$ cat config.mk
export PLATFORM = sky130hd
export DESIGN_NAME = pulse_delay_gen
export DESIGN_NICKNAME = d
export VERILOG_FILES = /design/src/rtl/pulse_delay_pkg.sv /design/src/rtl/pulse_delay_ch.sv /design/src/rtl/pulse_delay_gen.sv
export SDC_FILE = /design/constraint.sdc
export NUM_CORES = 1
export LEC_CHECK = 0
export ABC_AREA = 1
export CAP_MARGIN = 20
export CORE_AREA = 2 2 162 164
export CTS_CLUSTER_DIAMETER = 60
export DETAILED_ROUTE_END_ITERATION = 8
export DIE_AREA = 0 0 164 166
export MAX_ROUTING_LAYER = met4
export PLACE_DENSITY = 0.89
export SYNTH_ARGS = -nofsm -noshare
export SYNTH_HDL_FRONTEND = slang
export SYNTH_SLANG_ARGS = --single-unit
$ cat constraint.sdc
create_clock -name clk_pdg -period 2.1 [get_ports clk_pdg]
set_input_delay 0.21 -clock clk_pdg [delete_from_list [all_inputs] [get_ports clk_pdg]]
set_output_delay 0.21 -clock clk_pdg [all_outputs]
set_load 0.03 [all_outputs]
$ cat src/rtl/pulse_delay_pkg.sv
// Shared types and helpers for the multi-channel pulse delay generator.
package pulse_delay_pkg;

  typedef enum logic [1:0] {
    CH_IDLE  = 2'd0,
    CH_DELAY = 2'd1,
    CH_PULSE = 2'd2
  } ch_state_e;

  localparam int DEFAULT_CNT_W   = 27;
  localparam int DEFAULT_PULSE_W = 1;

  // Width of a counter that must hold values 0..pw inclusive.
  function automatic int pwWidth(input int pw);
    return $clog2(pw + 1);
  endfunction

endpackage

$ cat src/rtl/pulse_delay_ch.sv
// One channel: rising-edge trigger, programmable delay, fixed-width output pulse.
module pulse_delay_ch
  import pulse_delay_pkg::*;
#(
  parameter int CNT_W   = DEFAULT_CNT_W,
  parameter int PULSE_W = DEFAULT_PULSE_W
) (
  input  logic             clk_i,
  input  logic             rst_i,
  input  logic             en_i,
  input  logic             din_i,
  input  logic [CNT_W-1:0] delay_i,
  input  logic             retrig_i,
  output logic             dout_o,
  output logic             busy_o,
  output logic             ovr_o
);

  localparam int PW_W = pwWidth(PULSE_W);

  ch_state_e        state_q;
  logic             dinPrev_q;
  logic [CNT_W-1:0] cnt_q;
  logic [CNT_W-1:0] deff_q;
  logic [PW_W-1:0]  pwCnt_q;
  logic             trig;
  logic [CNT_W-1:0] deff_d;

  assign trig   = din_i & ~dinPrev_q;
  // A zero delay is treated as one cycle so the count loop always terminates.
  assign deff_d = (delay_i == '0) ? CNT_W'(1) : delay_i;

  always_ff @(posedge clk_i) begin
    if (rst_i) begin
      dinPrev_q <= 1'b1;
      state_q   <= CH_IDLE;
      cnt_q     <= '0;
      deff_q    <= '0;
      pwCnt_q   <= '0;
      dout_o    <= 1'b0;
      busy_o    <= 1'b0;
      ovr_o     <= 1'b0;
    end else begin
      dinPrev_q <= din_i;
      ovr_o     <= 1'b0;
      if (!en_i) begin
        state_q <= CH_IDLE;
        cnt_q   <= '0;
        pwCnt_q <= '0;
        dout_o  <= 1'b0;
        busy_o  <= 1'b0;
      end else begin
        case (state_q)
          CH_IDLE: begin
            if (trig) begin
              deff_q  <= deff_d;
              cnt_q   <= CNT_W'(1);
              state_q <= CH_DELAY;
              busy_o  <= 1'b1;
            end
          end
          CH_DELAY: begin
            // A retrigger wins even on the edge the delay would have expired.
            if (trig && retrig_i) begin
              deff_q <= deff_d;
              cnt_q  <= CNT_W'(1);
            end else begin
              ovr_o <= trig;
              if (cnt_q == deff_q) begin
                state_q <= CH_PULSE;
                dout_o  <= 1'b1;
                pwCnt_q <= PW_W'(1);
              end else begin
                cnt_q <= cnt_q + CNT_W'(1);
              end
            end
          end
          CH_PULSE: begin
            ovr_o <= trig;
            if (pwCnt_q == PW_W'(PULSE_W)) begin
              state_q <= CH_IDLE;
              cnt_q   <= '0;
              pwCnt_q <= '0;
              dout_o  <= 1'b0;
              busy_o  <= 1'b0;
            end else begin
              pwCnt_q <= pwCnt_q + PW_W'(1);
            end
          end
          default: begin
            state_q <= CH_IDLE;
            dout_o  <= 1'b0;
            busy_o  <= 1'b0;
          end
        endcase
      end
    end
  end

endmodule

$ cat src/rtl/pulse_delay_gen.sv
// Multi-channel pulse delay generator: independent channels sharing clock, reset and enable.
module pulse_delay_gen
  import pulse_delay_pkg::*;
#(
  parameter int N_CH    = 4,
  parameter int CNT_W   = DEFAULT_CNT_W,
  parameter int PULSE_W = DEFAULT_PULSE_W
) (
  input  logic                    clk_pdg,
  input  logic                    rst_pdg,
  input  logic                    en,
  input  logic [N_CH-1:0]         din,
  input  logic [N_CH*CNT_W-1:0]   delay,
  input  logic [N_CH-1:0]         retrig,
  output logic [N_CH-1:0]         dout,
  output logic [N_CH-1:0]         busy,
  output logic [N_CH-1:0]         ovr
);

  for (genvar k = 0; k < N_CH; k++) begin : gCh
    pulse_delay_ch #(
      .CNT_W   (CNT_W),
      .PULSE_W (PULSE_W)
    ) uCh (
      .clk_i    (clk_pdg),
      .rst_i    (rst_pdg),
      .en_i     (en),
      .din_i    (din[k]),
      .delay_i  (delay[k*CNT_W +: CNT_W]),
      .retrig_i (retrig[k]),
      .dout_o   (dout[k]),
      .busy_o   (busy[k]),
      .ovr_o    (ovr[k])
    );
  end

endmodule

==> results.sh <==
export IMPL_die_h_um=166
export IMPL_die_area_mm2=0.02722
export IMPL_synth_edf_count=0
export IMPL_ctsRootBufferMaster="clkbuf_16"
export IMPL_cts_sinks=244
export IMPL_synth_top_area_cell="dfxtp_1"
export IMPL_crit_start="gCh[3].uCh.state_q[0]$_SDFFE_PP0P_"
export IMPL_layout_drive_gt1_share_pct=8.093
export IMPL_startpoint_type="flop"
export IMPL_holdBufCountCts=0
export IMPL_antenna_cells=0
export IMPL_cts_buffers=29
export IMPL_via_count=15703
export IMPL_place_gp_congestion=0.9939
export IMPL_avgSynthCellArea_um2=6.359
export IMPL_post_route_min_period_ns=1.972
export IMPL_ant_nets=0
export IMPL_antenna_found_initial=0
export IMPL_worst_path_max_fanout=38
export IMPL_rsz0062_at_grt="true"
export IMPL_dp_hpwl_mm=30.69
export IMPL_rows=59
export IMPL_syn_area_mm2=0.01479
export IMPL_async_flop_share_pct=0
export IMPL_placed_area_mm2=0.01676
export IMPL_grt_pass1_vias=15280
export IMPL_synth_area_leaders="dfxtp_1 33%, nand2_1 15%, nor2_1 7.9%, inv_1 6.4%, nand3_1 5.5%"
export IMPL_grt_usage_pct=31.40
export IMPL_r2r_cells=8
export IMPL_area_growth_pct=19.98
export IMPL_cts_tree="built"
export IMPL_status="finished clean"
export IMPL_place_inst=2783
export IMPL_core_region_area_mm2=0.02562
export IMPL_p_leak_nw=6.733
export IMPL_worstSetupPathType="reg2reg"
export IMPL_synthesis_nets=2464
export IMPL_synth_warnings=0
export IMPL_nets=2619
export IMPL_drt_pass1_iter_count=7
export IMPL_powerDensity_mw_per_mm2=629.4
export IMPL_r2r_slack_ns=0.13
export IMPL_crit_path_end_kind="flop"
export IMPL_worst_pin_slew_ns=0.5867
export IMPL_place_ws_ns=-0.01745
export IMPL_drt_iter0_markers=1391
export IMPL_r2r_end="gCh[3].uCh.deff_q[21]$_SDFFE_PP0P_"
export IMPL_synthMostInstantiatedCell="nand2_1"
export IMPL_period_share_pct=93.91
export IMPL_pin_count=131
export IMPL_whs_path_depth=2
export IMPL_fin_skew_ns=0.02077
export IMPL_fmax_mhz=507.1
export IMPL_synth_common_cells="600 x nand2_1, 312 x nor2_1, 253 x inv_1"
export IMPL_post_route_util_pct=69.25
export IMPL_crit_end="gCh[3].uCh.deff_q[21]$_SDFFE_PP0P_"
export IMPL_slew_violations=0
export IMPL_r2r_start="gCh[3].uCh.state_q[0]$_SDFFE_PP0P_"
export IMPL_avgRoutedWirePerCell_um=14.64
export IMPL_arrival_ns=2.46
export IMPL_fp_dieW_um=164
export IMPL_ir_drop_v=0.0006532
export IMPL_finalHoldViolations=0
export IMPL_final_cells=2831
export IMPL_synthCells=2325
export IMPL_maxCapViolCount=0
export IMPL_viasPerCell=5.547
export IMPL_portBuffers=130
export IMPL_synth_cell_types=46
export IMPL_synth_top_cell_area_share_pct=33.04
export IMPL_htreeDepth=1
export IMPL_initial_core_util_pct=57.72
export IMPL_holdCritPathClass="in2reg"
export IMPL_cts_buffer_depth=3
export IMPL_synth_flop_cell="dfxtp_1"
export IMPL_clock_latency_ns=0.56
export IMPL_cts_clk_slew_worst_paths_ns=0.06
export IMPL_drc_errors=0
export IMPL_setup_violations_final=0
export IMPL_grt_max_degree=50
export IMPL_maxSlewHeadroom_pct=60.83
export IMPL_ys_seq_area_share_pct=33.04
export IMPL_ys_ff_latch=244
export IMPL_fin_ws_ns=0.1278
export IMPL_required_ns=2.58
export IMPL_grt_pass1_wl_mm=69.86
export IMPL_drt_wl_total_mm=41.43
export IMPL_fin_area_mm2=0.01774
export IMPL_gr_total_overflow=0
how the worst min path moves through the flow:
stage | to | slack [ns] | start
5_1_grt | gCh[0].uCh.deff_q[9]$_SDFFE_PP0P_ | 0.05 | rst_pdg
3_3_place_gp | gCh[0].uCh.dout_o$_SDFFE_PP0P_ | 0.45 | gCh[0].uCh.dout_o$_SDFFE_PP0P_
4_1_cts | gCh[0].uCh.deff_q[9]$_SDFFE_PP0P_ | 0.04 | rst_pdg
2_1_floorplan | gCh[0].uCh.dinPrev_q$_SDFF_PP1_ | 0.31 | din[0]
3_5_place_dp | gCh[1].uCh.ovr_o$_SDFF_PP0_ | 0.45 | gCh[1].uCh.dinPrev_q$_SDFF_PP1_
6_report | gCh[0].uCh.deff_q[9]$_SDFFE_PP0P_ | 0.06 | rst_pdg
critical path: stages, from the launching register on:
cell	delay (ns)
dfxtp_1	0.36
inv_1	0.09
ha_1	0.25
inv_1	0.07
nor2_1	0.10
nor4_4	0.36
buf_4	0.38
o21ai_0	0.15
a21oi_1	0.14
area by class of cell:
class | instances | area (um2)
clock buffer | 38 | 799.5
clock inverter | 9 | 128.9
fill | 2175 | 7876
inverter | 266 | 1005
multi-input combinational | 1711 | 8356
sequential | 244 | 4892
tap | 335 | 419.2
timing repair buffer | 228 | 2140
sequential cells by signal, indices dropped and copies added, names as in the netlist:
name / cells
gCh.uCh.ovr_o: 4
gCh.uCh.deff_q: 108
gCh.uCh.dinPrev_q: 4
gCh.uCh.pwCnt_q: 4
gCh.uCh.dout_o: 4
gCh.uCh.cnt_q: 108
gCh.uCh.busy_o: 4
gCh.uCh.state_q: 8
cell families (layout without fill, tap and decap cells):
kind of cell,after synthesis,count (layout),synth area share (%)
AO/OA/AOI/OAI,335,335,12.41
adder cells (fa/ha/maj),20,20,1.692
buffers and inverters,370,541,10.60
AND/OR/NAND/NOR,1269,1269,37.10
XOR/XNOR,87,87,5.154
flip-flops,244,244,33.04
cells in the final DEF (no fill, tap or decap), types with 4 or more instances in the layout:
master,n
clkbuf_1,5
nor2_1,308
inv_2,10
dfxtp_2,6
o21ai_0,120
xor2_1,11
a211oi_1,16
dfxtp_1,238
xnor2_1,76
nand4_1,59
clkbuf_8,4
o21bai_1,34
clkbuf_16,29
a21oi_1,152
nand2_1,599
nor4_1,20
nor2_4,5
nand3_1,162
buf_4,89
clkdlybuf4s50_1,129
nor3_1,73
buf_12,8
nor2_2,11
or2_2,10
nand2_2,4
ha_1,20
inv_1,251
stage by stage:
step | hold WS (ns) | TNS [ns] | power [mW]
floorplan | 0.3068 | 0 | 5.751
global placement | 0.4521 | 0 | 6.239
detailed placement | 0.4491 | -0.03416 | 6.280
CTS | 0.03869 | 0 | 11.21
global route | 0.05134 | -0.03395 | 11.59
finish | 0.06202 | 0 | 11.17
power by group:
| group | total, mW | leakage [nW] | internal [mW] | switching (mW) |
|---|---|---|---|---|
| registers | 4.87 | 1.98 | 4.76 | 0.107 |
| logic | 1.35 | 4.30 | 0.569 | 0.784 |
| clock network | 4.94 | 0.451 | 3.01 | 1.93 |
layer usage:
metal | vias to the layer above | wire, um | GRT usage [%]
met2 | 633 | 19550 | 50.91
met4 | 0 | 1689 | 13.31
met5 | - | 0 | -
met3 | 139 | 3068 | 4.745
met1 | 7143 | 17130 | 38.82
li1 | 7788 | - | -
timing repair:
action,in CTS,in global routing
setup buffers,0,1
gates resized for setup,0,15
setup endpoints to repair,0,37
No activity file was read; power rests on OpenSTA's default activity.
